===== src/rtl/sec_encoder.sv =====
// sec_encoder: two-stage pipelined single-error-correcting (SEC) check-bit
// generator. It has an optional one-bit fault injector, so the downstream
// corrector can be exercised with a known single-bit error.
//
// Handshake rules, identical on both sides:
//   - A transfer happens on a rising edge where valid && ready are both high.
//   - A valid source holds its payload until that transfer.
//   - in_ready depends combinationally on out_ready. A word can enter S1 on the
//     same edge that S1 moves to S2 and S2 is consumed downstream.
module sec_encoder (
  input  logic        clk,
  input  logic        rst,
  input  logic        in_valid,
  output logic        in_ready,
  input  logic [31:0] in_data,
  input  logic        inj_en,
  input  logic [5:0]  inj_bit,
  output logic        out_valid,
  input  logic        out_ready,
  output logic [31:0] out_data,
  output logic [7:0]  out_check,
  output logic [15:0] word_cnt
);

  // Stage 1: raw word plus its injection request.
  logic        s1_valid_q;
  logic [31:0] s1_data_q;
  logic        s1_inj_en_q;
  logic [5:0]  s1_inj_bit_q;

  // Stage 2: finished codeword.
  logic        s2_valid_q;
  logic [31:0] s2_data_q;
  logic [7:0]  s2_check_q;
  logic [15:0] word_cnt_q;

  logic        s2_load;
  logic        accept;
  logic [7:0]  check_d;
  logic [39:0] flip_d;
  logic [31:0] s2_data_d;
  logic [7:0]  s2_check_d;

  // S2 can take a new codeword when it is empty or is being drained this edge.
  assign s2_load  = !s2_valid_q || out_ready;
  // No acceptance while reset is held.
  assign in_ready = !rst && (!s1_valid_q || s2_load);
  assign accept   = in_valid && in_ready;

  assign out_valid = s2_valid_q;
  assign out_data  = s2_data_q;
  assign out_check = s2_check_q;
  assign word_cnt  = word_cnt_q;

  // Check-bit equations. Every data bit feeds exactly three check bits, and
  // no two data bits share the same set of three. A single flip therefore
  // gives a unique, non-zero syndrome downstream.
  always_comb begin
    check_d    = '0;
    check_d[0] = (^s1_data_q[23:16]) ^ s1_data_q[0] ^ s1_data_q[4] ^ s1_data_q[8] ^ s1_data_q[12];
    check_d[1] = (^s1_data_q[31:24]) ^ s1_data_q[1] ^ s1_data_q[5] ^ s1_data_q[9] ^ s1_data_q[13];
    check_d[2] = (^s1_data_q[19:16]) ^ (^s1_data_q[27:24])
               ^ s1_data_q[2] ^ s1_data_q[6] ^ s1_data_q[10] ^ s1_data_q[14];
    check_d[3] = (^s1_data_q[23:20]) ^ (^s1_data_q[31:28])
               ^ s1_data_q[3] ^ s1_data_q[7] ^ s1_data_q[11] ^ s1_data_q[15];
    check_d[4] = (^s1_data_q[7:0])   ^ s1_data_q[16] ^ s1_data_q[20] ^ s1_data_q[24] ^ s1_data_q[28];
    check_d[5] = (^s1_data_q[15:8])  ^ s1_data_q[17] ^ s1_data_q[21] ^ s1_data_q[25] ^ s1_data_q[29];
    check_d[6] = (^s1_data_q[3:0])   ^ (^s1_data_q[11:8])
               ^ s1_data_q[18] ^ s1_data_q[22] ^ s1_data_q[26] ^ s1_data_q[30];
    check_d[7] = (^s1_data_q[7:4])   ^ (^s1_data_q[15:12])
               ^ s1_data_q[19] ^ s1_data_q[23] ^ s1_data_q[27] ^ s1_data_q[31];
  end

  // One-hot flip mask over the 40-bit codeword {check, data}.
  // Indices 40..63 never match, so they inject nothing.
  always_comb begin
    flip_d = '0;
    for (int i = 0; i < 40; i++) begin
      flip_d[i] = s1_inj_en_q && (s1_inj_bit_q == 6'(i));
    end
    s2_data_d  = s1_data_q ^ flip_d[31:0];
    s2_check_d = check_d ^ flip_d[39:32];
  end

  // Pipeline registers, stage valids and the handshake counter.
  always_ff @(posedge clk) begin
    if (rst) begin
      s1_valid_q   <= 1'b0;
      s1_data_q    <= '0;
      s1_inj_en_q  <= 1'b0;
      s1_inj_bit_q <= '0;
      s2_valid_q   <= 1'b0;
      s2_data_q    <= '0;
      s2_check_q   <= '0;
      word_cnt_q   <= '0;
    end else begin
      if (s2_load) begin
        s2_valid_q <= s1_valid_q;
        if (s1_valid_q) begin
          s2_data_q  <= s2_data_d;
          s2_check_q <= s2_check_d;
        end
      end
      if (accept) begin
        s1_valid_q   <= 1'b1;
        s1_data_q    <= in_data;
        s1_inj_en_q  <= inj_en;
        s1_inj_bit_q <= inj_bit;
      end else if (s2_load) begin
        s1_valid_q <= 1'b0;
      end
      if (s2_valid_q && out_ready) begin
        word_cnt_q <= word_cnt_q + 16'd1;
      end
    end
  end

endmodule


===== config.mk =====
export PLATFORM = sky130hd
export DESIGN_NAME = sec_encoder
export DESIGN_NICKNAME = d
export VERILOG_FILES = /design/src/rtl/sec_encoder.sv
export SDC_FILE = /design/constraint.sdc
export NUM_CORES = 1
export LEC_CHECK = 0
export CAP_MARGIN = 20
export CORE_MARGIN = 2
export CORE_UTILIZATION = 30
export DETAILED_ROUTE_END_ITERATION = 10
export SLEW_MARGIN = 20
export SYNTH_ARGS = -nofsm -noshare
export SYNTH_HDL_FRONTEND = slang
export SYNTH_SLANG_ARGS = --single-unit

===== constraint.sdc =====
create_clock -name clk -period 1.7 [get_ports clk]
set_input_delay 0.34 -clock clk [delete_from_list [all_inputs] [get_ports clk]]
set_output_delay 0.34 -clock clk [all_outputs]
set_load 0.005 [all_outputs]

==> metrics.md, run 1 <==
| Metric | Value |
|---|---|
| Outcome | finished clean |
| Hpwl dp | 9.61 mm |
| Max-slew headroom | about three quarters |
| Ys flop type | dfxtp_1 |
| Drt total wl | 12.6 mm |
| Worst Tran Pin Value | around 0.38 ns |
| Min cycle time layout | roughly 1.7 ns |
| Layout Nets | slightly above 700 |
| CTS tree | done |
| Post-Syn Nets | between 600 and 700 |
| Mapped cell area | just under 5000 sq um |
| HP Class | reg2reg |
| Clock share of power | between 30% and 40% |
| Pin count of the biggest net entering global routing | between 90 and 100 |
| Layout cell share with drive strength beyond 1 | between 10% and 20% |
| Routed Antenna Nets | 0 |
| Busiest layer in global routing | met2 |
| First-pass GRT wire length | ~20 mm |
| VDD IR max | about 530 uV |
| PnR worst setup slack | 0.0431 ns |
| Arrival time worst endpoint | approximately 1.3 ns |
| Io pins | between 100 and 150 |
| Dominant cell type by area after synthesis | dfxtp_1 |
| Row cnt | between 40 and 50 |
| Met1 usage | 19.8% |
| Sw Ratio | approximately 27% |
| Initial core utilization | slightly above 30% |
| RD Place Congestion | between 0.8 and 0.9 |
| Seq cells post-synth | between 90 and 100 |
| Worst path cell trace | buf_4, clkdlybuf4s50_1 |
| CTS root buffer | clkbuf_16 |
| Initial antenna violation count | 0 |
| R2r setup slk | 0.11 ns |
| DRC Markers | 0 |
| WL/cell | 14.2 um |
| Vias in the first global route | a little under 4000 |
| Hold path depth | 2 |
| DRT Pass-1 Iters | 4 |
| Die height | approximately 130 um |
| Area of placed instances | approximately 6300 sq um |
| Min-delay src | out_check[4] |
| Post-route design area | approximately 6600 sq um |
| ANT cells | 0 |
| Synth Instances | about 570 |
| DR vias/cell | about 4.5 |
| Syn_area_per_cell | 8.61 sq um |
| Setup_tns | 0 ns |
| Hold Path End | out_check[4] |
| WHS | approximately 0.5 ns |
| Switch Pwr | ~1.6 mW |
| RR Endpoint | out_check[1] |
| Area contributors post-synth | dfxtp_1, xnor2_1, nand2_1 |
| Max Slew Vio Count | 0 |
| Worst Setup Path Type | reg2out |
| Seq pwr share | a little over two fifths |
| Synth cell types | 38 |
| Total global-route track usage | 14.7% |
| Crit-path slowest cell | clkdlybuf4s50_1 |
| Final setup fails | 0 |
| Htree depth | 3 |
| CP max stage delay | roughly 0.50 ns |
| Worst-path clk slew | 0.06 ns |
| Vias | 4044 |
| Port Buf Inserts | 100 |
| Critical Path Fanout Max | 3 |
| Die Span X | 132 um |
| Number of flops mapped to enable cells by yosys | 0 |
| Clk Latency, worst-skew pair | around 0.34 ns |
| GR met2 Demand/Resource | 23.5% |
| Crit path required time | about 1.4 ns |
| Setup WS pre-CTS | -0.269 ns |
| RSZ-0062 raised after global routing | false |
| Area delta synth->final | 35.1% |
| DP Cell Count | ~870 |
| GRT overflow | 0 |
| RR Startpoint | s1_inj_bit_q[0] |
| Cell count of the worst reg-to-reg path | 5 |
| Seq/Total Area, Yosys | approximately two fifths |
| CTS Sinks | between 90 and 100 |
| Top cell type's share of synthesized area | just under 40% |
| Die ar. | roughly 17000 sq um |
| Drt first-iter violations | between 200 and 300 |
| Syn. warnings | 0 |
| Total CTS buffers | 9 |
| Hold bufs inserted after CTS | 0 |
| P_leak | around 2.4 nW |
| Cell-internal power | roughly 4.4 mW |
| Met3 Track Usage GR | under 10% |
| Post-synth ARST share | 0% |
| CP Capture Type | output port |
| Type of origin of the critical path | flip-flop |
| Pwr dens | slightly above 900 nW/um^2 |
| Post-Layout Cell Count | 891 |
| Final Util | about two fifths |
| Overall power | a little over 6 mW |
| Hold Fails Final Rpt | 0 |
| CP top delay family | buffers and inverters |
| Logic pwr share | 23.1% |
| Core area | about 16000 sq um |
| Max Fclk | 0.604 GHz |
| Crit share post-route | between 90% and 100% |
| CP bufs+invs | 2 |
| Max cap viols | 0 |
| Longest Clk Path Bufs | 2 |
| Clock Skew | around 0.0058 ns |
==> Yosys cell counts (4+ instances only) <==
| master | number |
|---|---|
| nand2b_1 | 12 |
| buf_1 | 6 |
| xnor2_1 | 93 |
| nor2b_1 | 4 |
| a211oi_1 | 32 |
| o22ai_1 | 8 |
| buf_2 | 11 |
| nor3_1 | 4 |
| clkbuf_1 | 17 |
| nand2_1 | 107 |
| nand3b_1 | 41 |
| nor2_1 | 59 |
| inv_1 | 6 |
| xor2_1 | 23 |
| dfxtp_1 | 97 |
| a21oi_1 | 6 |
==> tightest hold or removal path, delay by kind of cell (launching register included) <==
family             cells  cell delay (ns)
AOI/OAI and AO/OA      1             0.07
and+or+nand+nor        1             0.06
DFF                    1             0.32
==> cells in the final DEF, fill, tap and decap left out, types with 2 or more instances in the layout <==
cell               n
dfxtp_2            4
buf_12             5
xor2_1            23
clkbuf_8           2
and3_2             2
nand2_1          107
or3_1              3
inv_1              6
clkdlybuf4s50_1   98
nor2b_1            2
nand3_1            3
nand4_1            3
and4bb_2           3
nor2_1            59
and2_1             2
clkbuf_16          9
dfxtp_1           93
buf_4             24
nor4_4             2
xnor2_1           93
nand2b_1          12
and3b_2            2
o22ai_1            8
o21ai_0            3
nand3_2            3
nor4b_4            2
nand3b_1          41
a21oi_1            5
clkinv_2           3
nor3_2             3
nor3_1             4
a211oi_1          32
==> cell families after synthesis <==
kind of cell / after synthesis / synth area share (%)
DFF: 97 / 39.7
buffers and inverters: 44 / 4.17
adders and majority gates: 1 / 0.256
xor gates and xnor gates: 116 / 20.8
and+or+nand+nor: 261 / 28.2
AOI/OAI and AO/OA: 49 / 6.86
==> worst max path at each step <==
stage / from / end / slack [ns] / cells past startpoint
after global routing: word_cnt[3] / word_cnt[3] / 0.003 / 2
after floorplan: word_cnt[7] / word_cnt[15] / 0.21 / 6
after CTS: s1_inj_bit_q[0] / out_check[1] / 0.01 / 5
final: word_cnt[7] / word_cnt[7] / 0.04 / 2
after detailed placement: out_ready / in_ready / -0.27 / 4
after global placement: out_ready / in_ready / -0.25 / 4
==> power groups by stage <==
stage,sequential [mW],clock [mW],combinational (mW)
after detailed placement,2.67,0,1.38
after global placement,2.66,0,1.37
after floorplan,2.61,0,0.865
after CTS,2.62,2.10,1.39
after global routing,2.65,2.19,1.51
final,2.62,2.04,1.40
==> cell type report <==
type / count / area [sq um]
clock buffers: 11 / 253
inverters: 6 / 22.5
multi-input cells: 427 / 2790
repair buffers: 129 / 1270
fillers: 1612 / 9280
well taps: 216 / 270
flip-flops and latches: 97 / 1950
clock inverters: 5 / 53.8
==> per-layer routing <==
metal  wire [um]  up-vias
met5           0        -
met4         189        0
met3         438       10
met2        5770       70
met1        6240     1894
li1            -     2070
==> state kept, by name, indices dropped and copies added, names as in the netlist <==
signal / flops
out_check: 8
out_data: 32
out_valid: 1
s1_data_q: 32
s1_inj_bit_q: 6
s1_inj_en_q: 1
s1_valid_q: 1
word_cnt: 16
==> timing repair <==
item / 4_1_cts / 5_1_grt
pin swaps: 1 / 2
buffers inserted: 0 / 1
endpoints found under the setup margin: 3 / 16
resized for setup: 4 / 7
No activity file was read; power rests on OpenSTA's default activity.
==> inputs of run 2 (changes only) <==
REMOVE_ABC_BUFFERS = 1   (was not set)
SETUP_SLACK_MARGIN = 0.2   (was not set)
==> run 2 against run 1 <==
Via count is 2.3% higher; register-to-register slack better by 0.10 ns; setup slack better by 0.17 ns; die area stayed put; non-clock buffer count is 18 higher; combinational power hardly changed; cell area is 5.9% higher; sequential power hardly changed; global-route usage is 0.38 points higher.
==> metrics.md, run 2 (synthesis results as in run 1) <==
| Metric | Value |
|---|---|
| Pin count of the biggest net entering global routing | 99 (unchanged) |
| Hold Fails Final Rpt | 0 (unchanged) |
| PnR worst setup slack | 0.211 ns (+0.168 ns) |
| Clock Skew | 0.00597 ns (+0.000203 ns) |
| Max Slew Vio Count | 0 (unchanged) |
| Pwr dens | 864 nW/um^2 (-5.8%) |
| Die Span X | 132 um (unchanged) |
| DP Cell Count | 868 (-0.69%) |
| Worst Setup Path Type | reg2reg |
| Vias in the first global route | 4210 (+6.3%) |
| Routed Antenna Nets | 0 (unchanged) |
| ANT cells | 0 (unchanged) |
| Outcome | finished clean |
| Setup WS pre-CTS | -0.297 ns (-0.0277 ns) |
| Io pins | 101 (unchanged) |
| Crit share post-route | 87.6% (-9.9 points) |
| Hpwl dp | 9.13 mm (-5.1%) |
| Min-delay src | word_cnt[9] |
| Cell-internal power | 4.42 mW (-0.27%) |
| Hold Path End | word_cnt[9] |
| Post-Layout Cell Count | 909 (+2.0%) |
| CP top delay family | simple AND/OR/NAND/NOR gates |
| Max-slew headroom | 72.4% (-2.3 points) |
| Total CTS buffers | 9 (unchanged) |
| Setup_tns | 0 ns (unchanged) |
| CP max stage delay | 0.34 ns (-0.16 ns) |
| Min cycle time layout | 1.49 ns (-0.168 ns) |
| DRT Pass-1 Iters | 4 (unchanged) |
| RSZ-0062 raised after global routing | true |
| RR Endpoint | word_cnt[15] |
| VDD IR max | 521 uV (-1.2%) |
| HP Class | reg2reg |
| RD Place Congestion | 0.798 (-7.1%) |
| Initial core utilization | 30.8% (unchanged) |
| CP bufs+invs | 2 (unchanged) |
| Cell count of the worst reg-to-reg path | 7 (+2) |
| Htree depth | 3 (unchanged) |
| Die height | 132 um (unchanged) |
| Post-route design area | 7000 sq um (+5.9%) |
| Drt first-iter violations | 163 (-40%) |
| Row cnt | 46 (unchanged) |
| Seq pwr share | 43.4% (about the same) |
| Area of placed instances | 6220 sq um (-0.52%) |
| Clock share of power | 33.0% (-0.7 points) |
| GRT overflow | 0 (unchanged) |
| Longest Clk Path Bufs | 2 (unchanged) |
| Drt total wl | 13.2 mm (+4.1%) |
| Logic pwr share | 23.5% (+0.4 points) |
| CTS root buffer | clkbuf_16 |
| Switch Pwr | 1.63 mW (-0.31%) |
| Area delta synth->final | 43.1% |
| Vias | 4136 (+2.3%) |
| P_leak | 2.79 nW (+18%) |
| First-pass GRT wire length | 21.1 mm (+3.1%) |
| Initial antenna violation count | 0 (unchanged) |
| Layout cell share with drive strength beyond 1 | 22.7% (+12 points) |
| Commonest non-fill, non-tap cell in the layout | nand2_1 |
| Die ar. | 17300 sq um (unchanged) |
| RR Startpoint | word_cnt[2] |
| CP Capture Type | flip-flop |
| Crit-path slowest cell | dfxtp_2 |
| Core area | 15900 sq um (unchanged) |
| CP most frequent cell | buf_6 |
| CTS tree | done |
| R2r setup slk | 0.21 ns (+0.10 ns) |
| Worst-path clk slew | 0.06 ns (about the same) |
| Type of origin of the critical path | flip-flop |
| Worst path cell trace | buf_6, and3_4, nand3_4, buf_6, nor4_4, xnor2_1, nor2_1 |
| Clk Latency, worst-skew pair | 0.35 ns (about the same) |
| Max Fclk | 0.672 GHz (+11%) |
| WL/cell | 14.5 um (+2.0%) |
| CTS Sinks | 97 (unchanged) |
| Total global-route track usage | 15.1% (+0.38 points) |
| Layout Nets | 732 (+2.5%) |
| Arrival time worst endpoint | 1.71 ns (+0.39 ns) |
| Most frequent cells in the layout | nand2_1, xnor2_1, dfxtp_1 |
| Port Buf Inserts | 100 (unchanged) |
| Worst Tran Pin Value | 0.414 ns (+0.0379 ns) |
| Sw Ratio | 26.9% (about the same) |
| Hold path depth | 2 (unchanged) |
| Final setup fails | 0 (unchanged) |
| Max cap viols | 0 (unchanged) |
| DR vias/cell | 4.55 (+0.25%) |
| DRC Markers | 0 (unchanged) |
| Hold bufs inserted after CTS | 0 (unchanged) |
| Crit path required time | 1.92 ns (+0.56 ns) |
| Critical Path Fanout Max | 5 (+2) |
[run 2: cell types whose count changed in the layout (fill, tap and decap cells not counted), sizes merged]
cell           delta
dlymetal6s2s      +1
buf              +18
clkbuf            +3
dlygate4sd2      +56
clkinv            -2
clkdlybuf4s50    -58
[run 2: worst max path at each step]
stage	start	endpoint	cells after the start
final	word_cnt[2]	word_cnt[15]	7
after global placement	out_ready	in_ready	4
after detailed placement	out_ready	in_ready	4
after floorplan	out_valid	out_check[6]	4
after CTS	out_ready	in_ready	4
after global routing	word_cnt[2]	word_cnt[15]	7
[run 2: repair_timing]
item                                   in CTS  in global routing
resized for setup                         109                 52
pin swaps                                   2                 26
setup endpoints to repair                  92                 77
setup buffers                              13                 11
gates cloned                                0                  1
endpoints found under the hold margin       0                  0
[run 2: worst min-delay path, stage by stage, from the launching register on]
cell and delay [ns]:
dfxtp_2 0.33, o21ai_0 0.07, a21oi_1 0.06
[run 2: per-layer routing]
layer  part of all wire [%]  global-route usage, %  wire, um  up-vias
li1                       -                      -         -     2095
met1                     44                   18.0      5820     1954
met2                     50                   26.3      6630       79
met3                    4.7                   4.59       624        8
met4                   0.59                   4.17        77        0
met5                      0                      0         0        -
[run 2: final cells by class]
type | instances | area (sq um)
fillers | 1633 | 8890
multi-input cells | 427 | 3000
flip-flops and latches | 97 | 2000
repair buffers | 147 | 1420
well taps | 216 | 270
clock buffers | 13 | 250
clock inverters | 3 | 40.0
inverters | 6 | 22.5
[run 2: through the flow]
stage	hold WS (ns)	util, %	total power, mW
finish	0.487	44.0	6.04
global route	0.516	44.0	6.35
CTS	0.489	41.8	5.98
detailed placement	0.479	39.2	4.01
global placement	0.474	39.2	3.98
floorplan	0.409	-	3.44
[run 2: power by group through the flow]
stage	Sequential (mW)	Clock, mW	Combinational [mW]
final	2.63	2.00	1.42
after global routing	2.65	2.15	1.55
after CTS	2.62	2.06	1.30
after detailed placement	2.67	0	1.34
after global placement	2.66	0	1.33
after floorplan	2.64	0	0.799
==> inputs of run 3 (changes only) <==
CORE_UTILIZATION = 49   (was 30)
PLACE_DENSITY = 0.77   (was not set)
TNS_END_PERCENT = 50   (was not set)
==> run 3 against run 2 <==
Global-route usage increased by 6.8 points; non-clock buffer count fell by 2; flip-flop and latch count did not move; critical path type is now reg2out; largest cell class unchanged.
==> metrics.md, run 3 (synthesis results as in run 1) <==
| Metric | Value |
|---|---|
| Pin count of the biggest net entering global routing | 84 (-15%) |
| Core area | 9730 sq um (-39%) |
| Clk Latency, worst-skew pair | 0.36 ns (about the same) |
| RR Startpoint | word_cnt[4] |
| Switch Pwr | 1.55 mW (-4.8%) |
| Vias | 4199 (+1.5%) |
| Worst Setup Path Type | reg2out |
| Routed Antenna Nets | 0 (unchanged) |
| Die ar. | 10800 sq um (-38%) |
| Crit share post-route | 91.4% (+3.8 points) |
| Clock Skew | 0.00950 ns (+0.00353 ns) |
| Hold path depth | 5 (+3) |
| Max-slew headroom | 78.5% (+6.1 points) |
| First-pass GRT wire length | 19.7 mm (-6.6%) |
| DR vias/cell | 5.10 (+12%) |
| Drt first-iter violations | 171 (+4.9%) |
| Worst Tran Pin Value | 0.321 ns (-0.0935 ns) |
| Min cycle time layout | 1.55 ns (+0.0645 ns) |
| Worst-path clk slew | 0.09 ns (+0.03 ns) |
| Min-delay src | out_ready |
| Cell count of the worst reg-to-reg path | 6 (-1) |
| Hold Fails Final Rpt | 0 (unchanged) |
| Area of placed instances | 6090 sq um (-2.2%) |
| WHS | 0.470 ns (-0.0173 ns) |
| CP top delay family | buffers and inverters |
| Layout cell share with drive strength beyond 1 | 20.3% (-2.4 points) |
| Crit-path slowest cell | clkdlybuf4s50_1 |
| Initial core utilization | 50.3% (+19 points) |
| Critical Path Fanout Max | 2 (-3) |
| Commonest non-fill, non-tap cell in the layout | nand2_1 |
| Arrival time worst endpoint | 1.21 ns (-0.50 ns) |
| Initial antenna violation count | 0 (unchanged) |
| P_leak | 2.77 nW (-0.77%) |
| Multi-input gate area | 2900 sq um (-3.3%) |
| WL/cell | 14.8 um (+2.0%) |
| Type of origin of the critical path | flip-flop |
| RD Place Congestion | 0.782 (-2.0%) |
| RSZ-0062 raised after global routing | true |
| Layout Nets | 730 (-0.27%) |
| Cell-internal power | 3.76 mW (-15%) |
| RR Endpoint | word_cnt[8] |
| Logic pwr share | 25.5% (+2.0 points) |
| R2r setup slk | 0.20 ns (about the same) |
| Hold Path End | out_valid |
| VDD IR max | 455 uV (-13%) |
| Post-route design area | 6710 sq um (-4.1%) |
| Drt total wl | 12.2 mm (-7.5%) |
| DRT Pass-1 Iters | 4 (unchanged) |
| Most frequent cells in the layout | nand2_1, xnor2_1, nor2_1 |
| Total global-route track usage | 21.9% (+6.8 points) |
| Max Slew Vio Count | 0 (unchanged) |
| Io pins | 101 (unchanged) |
| Htree depth | 3 (unchanged) |
| Port Buf Inserts | 100 (unchanged) |
| CTS root buffer | clkbuf_8 |
| Crit path required time | 1.36 ns (-0.56 ns) |
| Die height | 104 um (-21%) |
| Outcome | finished clean |
| Total CTS buffers | 9 (unchanged) |
| Worst path cell trace | clkdlybuf4s50_1 |
| Max Fclk | 0.644 GHz (-4.2%) |
| Vias in the first global route | 4209 (-0.024%) |
| Area delta synth->final | 37.1% |
| Pwr dens | 792 nW/um^2 (-8.3%) |
| Seq pwr share | 49.1% (+5.7 points) |
| DRC Markers | 0 (unchanged) |
| Post-Layout Cell Count | 824 (-9.4%) |
| Row cnt | 36 (-22%) |
| Die Span X | 104 um (-21%) |
| ANT cells | 0 (unchanged) |
| Fill count | 788 (-52%) |
| Final setup fails | 0 (unchanged) |
| GRT overflow | 0 (unchanged) |
| DP Cell Count | 781 (-10%) |
| Overall power | 5.31 mW (-12%) |
| Max cap viols | 0 (unchanged) |
| Clock share of power | 25.5% (-7.5 points) |
| Hpwl dp | 8.20 mm (-10%) |
| CP max stage delay | 0.50 ns (+0.16 ns) |
| CP Capture Type | output port |
| CP bufs+invs | 1 (-1) |
| HP Class | in2reg |
| Longest Clk Path Bufs | 2 (unchanged) |
| CTS Sinks | 97 (unchanged) |
| Setup_tns | 0 ns (unchanged) |
| Sw Ratio | 29.2% (+2.2 points) |
| CTS tree | done |
| Storage cell area | 2010 sq um (+0.19%) |
## run 3: how the worst max path moves through the flow
stage	depth (start not counted)	to	from	slack (ns)
final	1	out_data[28]	out_data[28]	0.15
after floorplan	4	out_check[6]	out_valid	-2.12
after detailed placement	5	word_cnt[8]	out_ready	-0.27
after global placement	4	in_ready	out_ready	-0.24
after CTS	5	out_check[2]	s1_inj_bit_q[1]	0.12
after global routing	1	out_check[6]	out_check[6]	0.11
## run 3: timing repair
action	in CTS	in global routing
setup endpoints to repair	81	68
hold buffers	0	0
endpoints found under the hold margin	0	0
gates cloned	0	1
setup buffers	21	5
pin swaps	3	18
gates resized for setup	68	63
## run 3: worst min-delay path, cell delays in order
cell            delay, ns
dlymetal6s2s_1       0.15
nor2b_4              0.06
buf_6                0.12
nor2_1               0.08
nor2_1               0.05
## run 3: layout make-up
cell class / count / area share [%]
Inverter: 6 / 0.336
Tap cell: 133 / 2.48
Clock buffer: 12 / 2.16
Clock inverter: 4 / 0.429
Timing Repair Buffer: 145 / 21.5
Sequential cell: 97 / 29.9
Multi-Input combinational cell: 427 / 43.2
## run 3: per-layer routing
metal | routed length (um) | up-vias | GRT usage, %
met5 | 0 | - | 0
met2 | 6050 | 104 | 38.9
met1 | 5400 | 1989 | 27.8
met4 | 172 | 0 | 5.41
li1 | - | 2090 | -
met3 | 541 | 16 | 3.26
## run 3: stage by stage
stage               utilization (%)  setup WS (ns)
floorplan                         -          -2.12
global placement               62.6         -0.238
detailed placement             62.6         -0.273
CTS                            66.1          0.116
global route                   68.9          0.110
finish                         68.9          0.147
## run 3: power groups by stage
stage                     sequential [mW]  combinational [mW]  clock (mW)
after floorplan                      2.64               0.799           0
after global placement               2.64                1.31           0
after detailed placement             2.65                1.34           0
after CTS                            2.60                1.33        1.39
after global routing                 2.63                1.48        1.46
final                                2.61                1.35        1.35
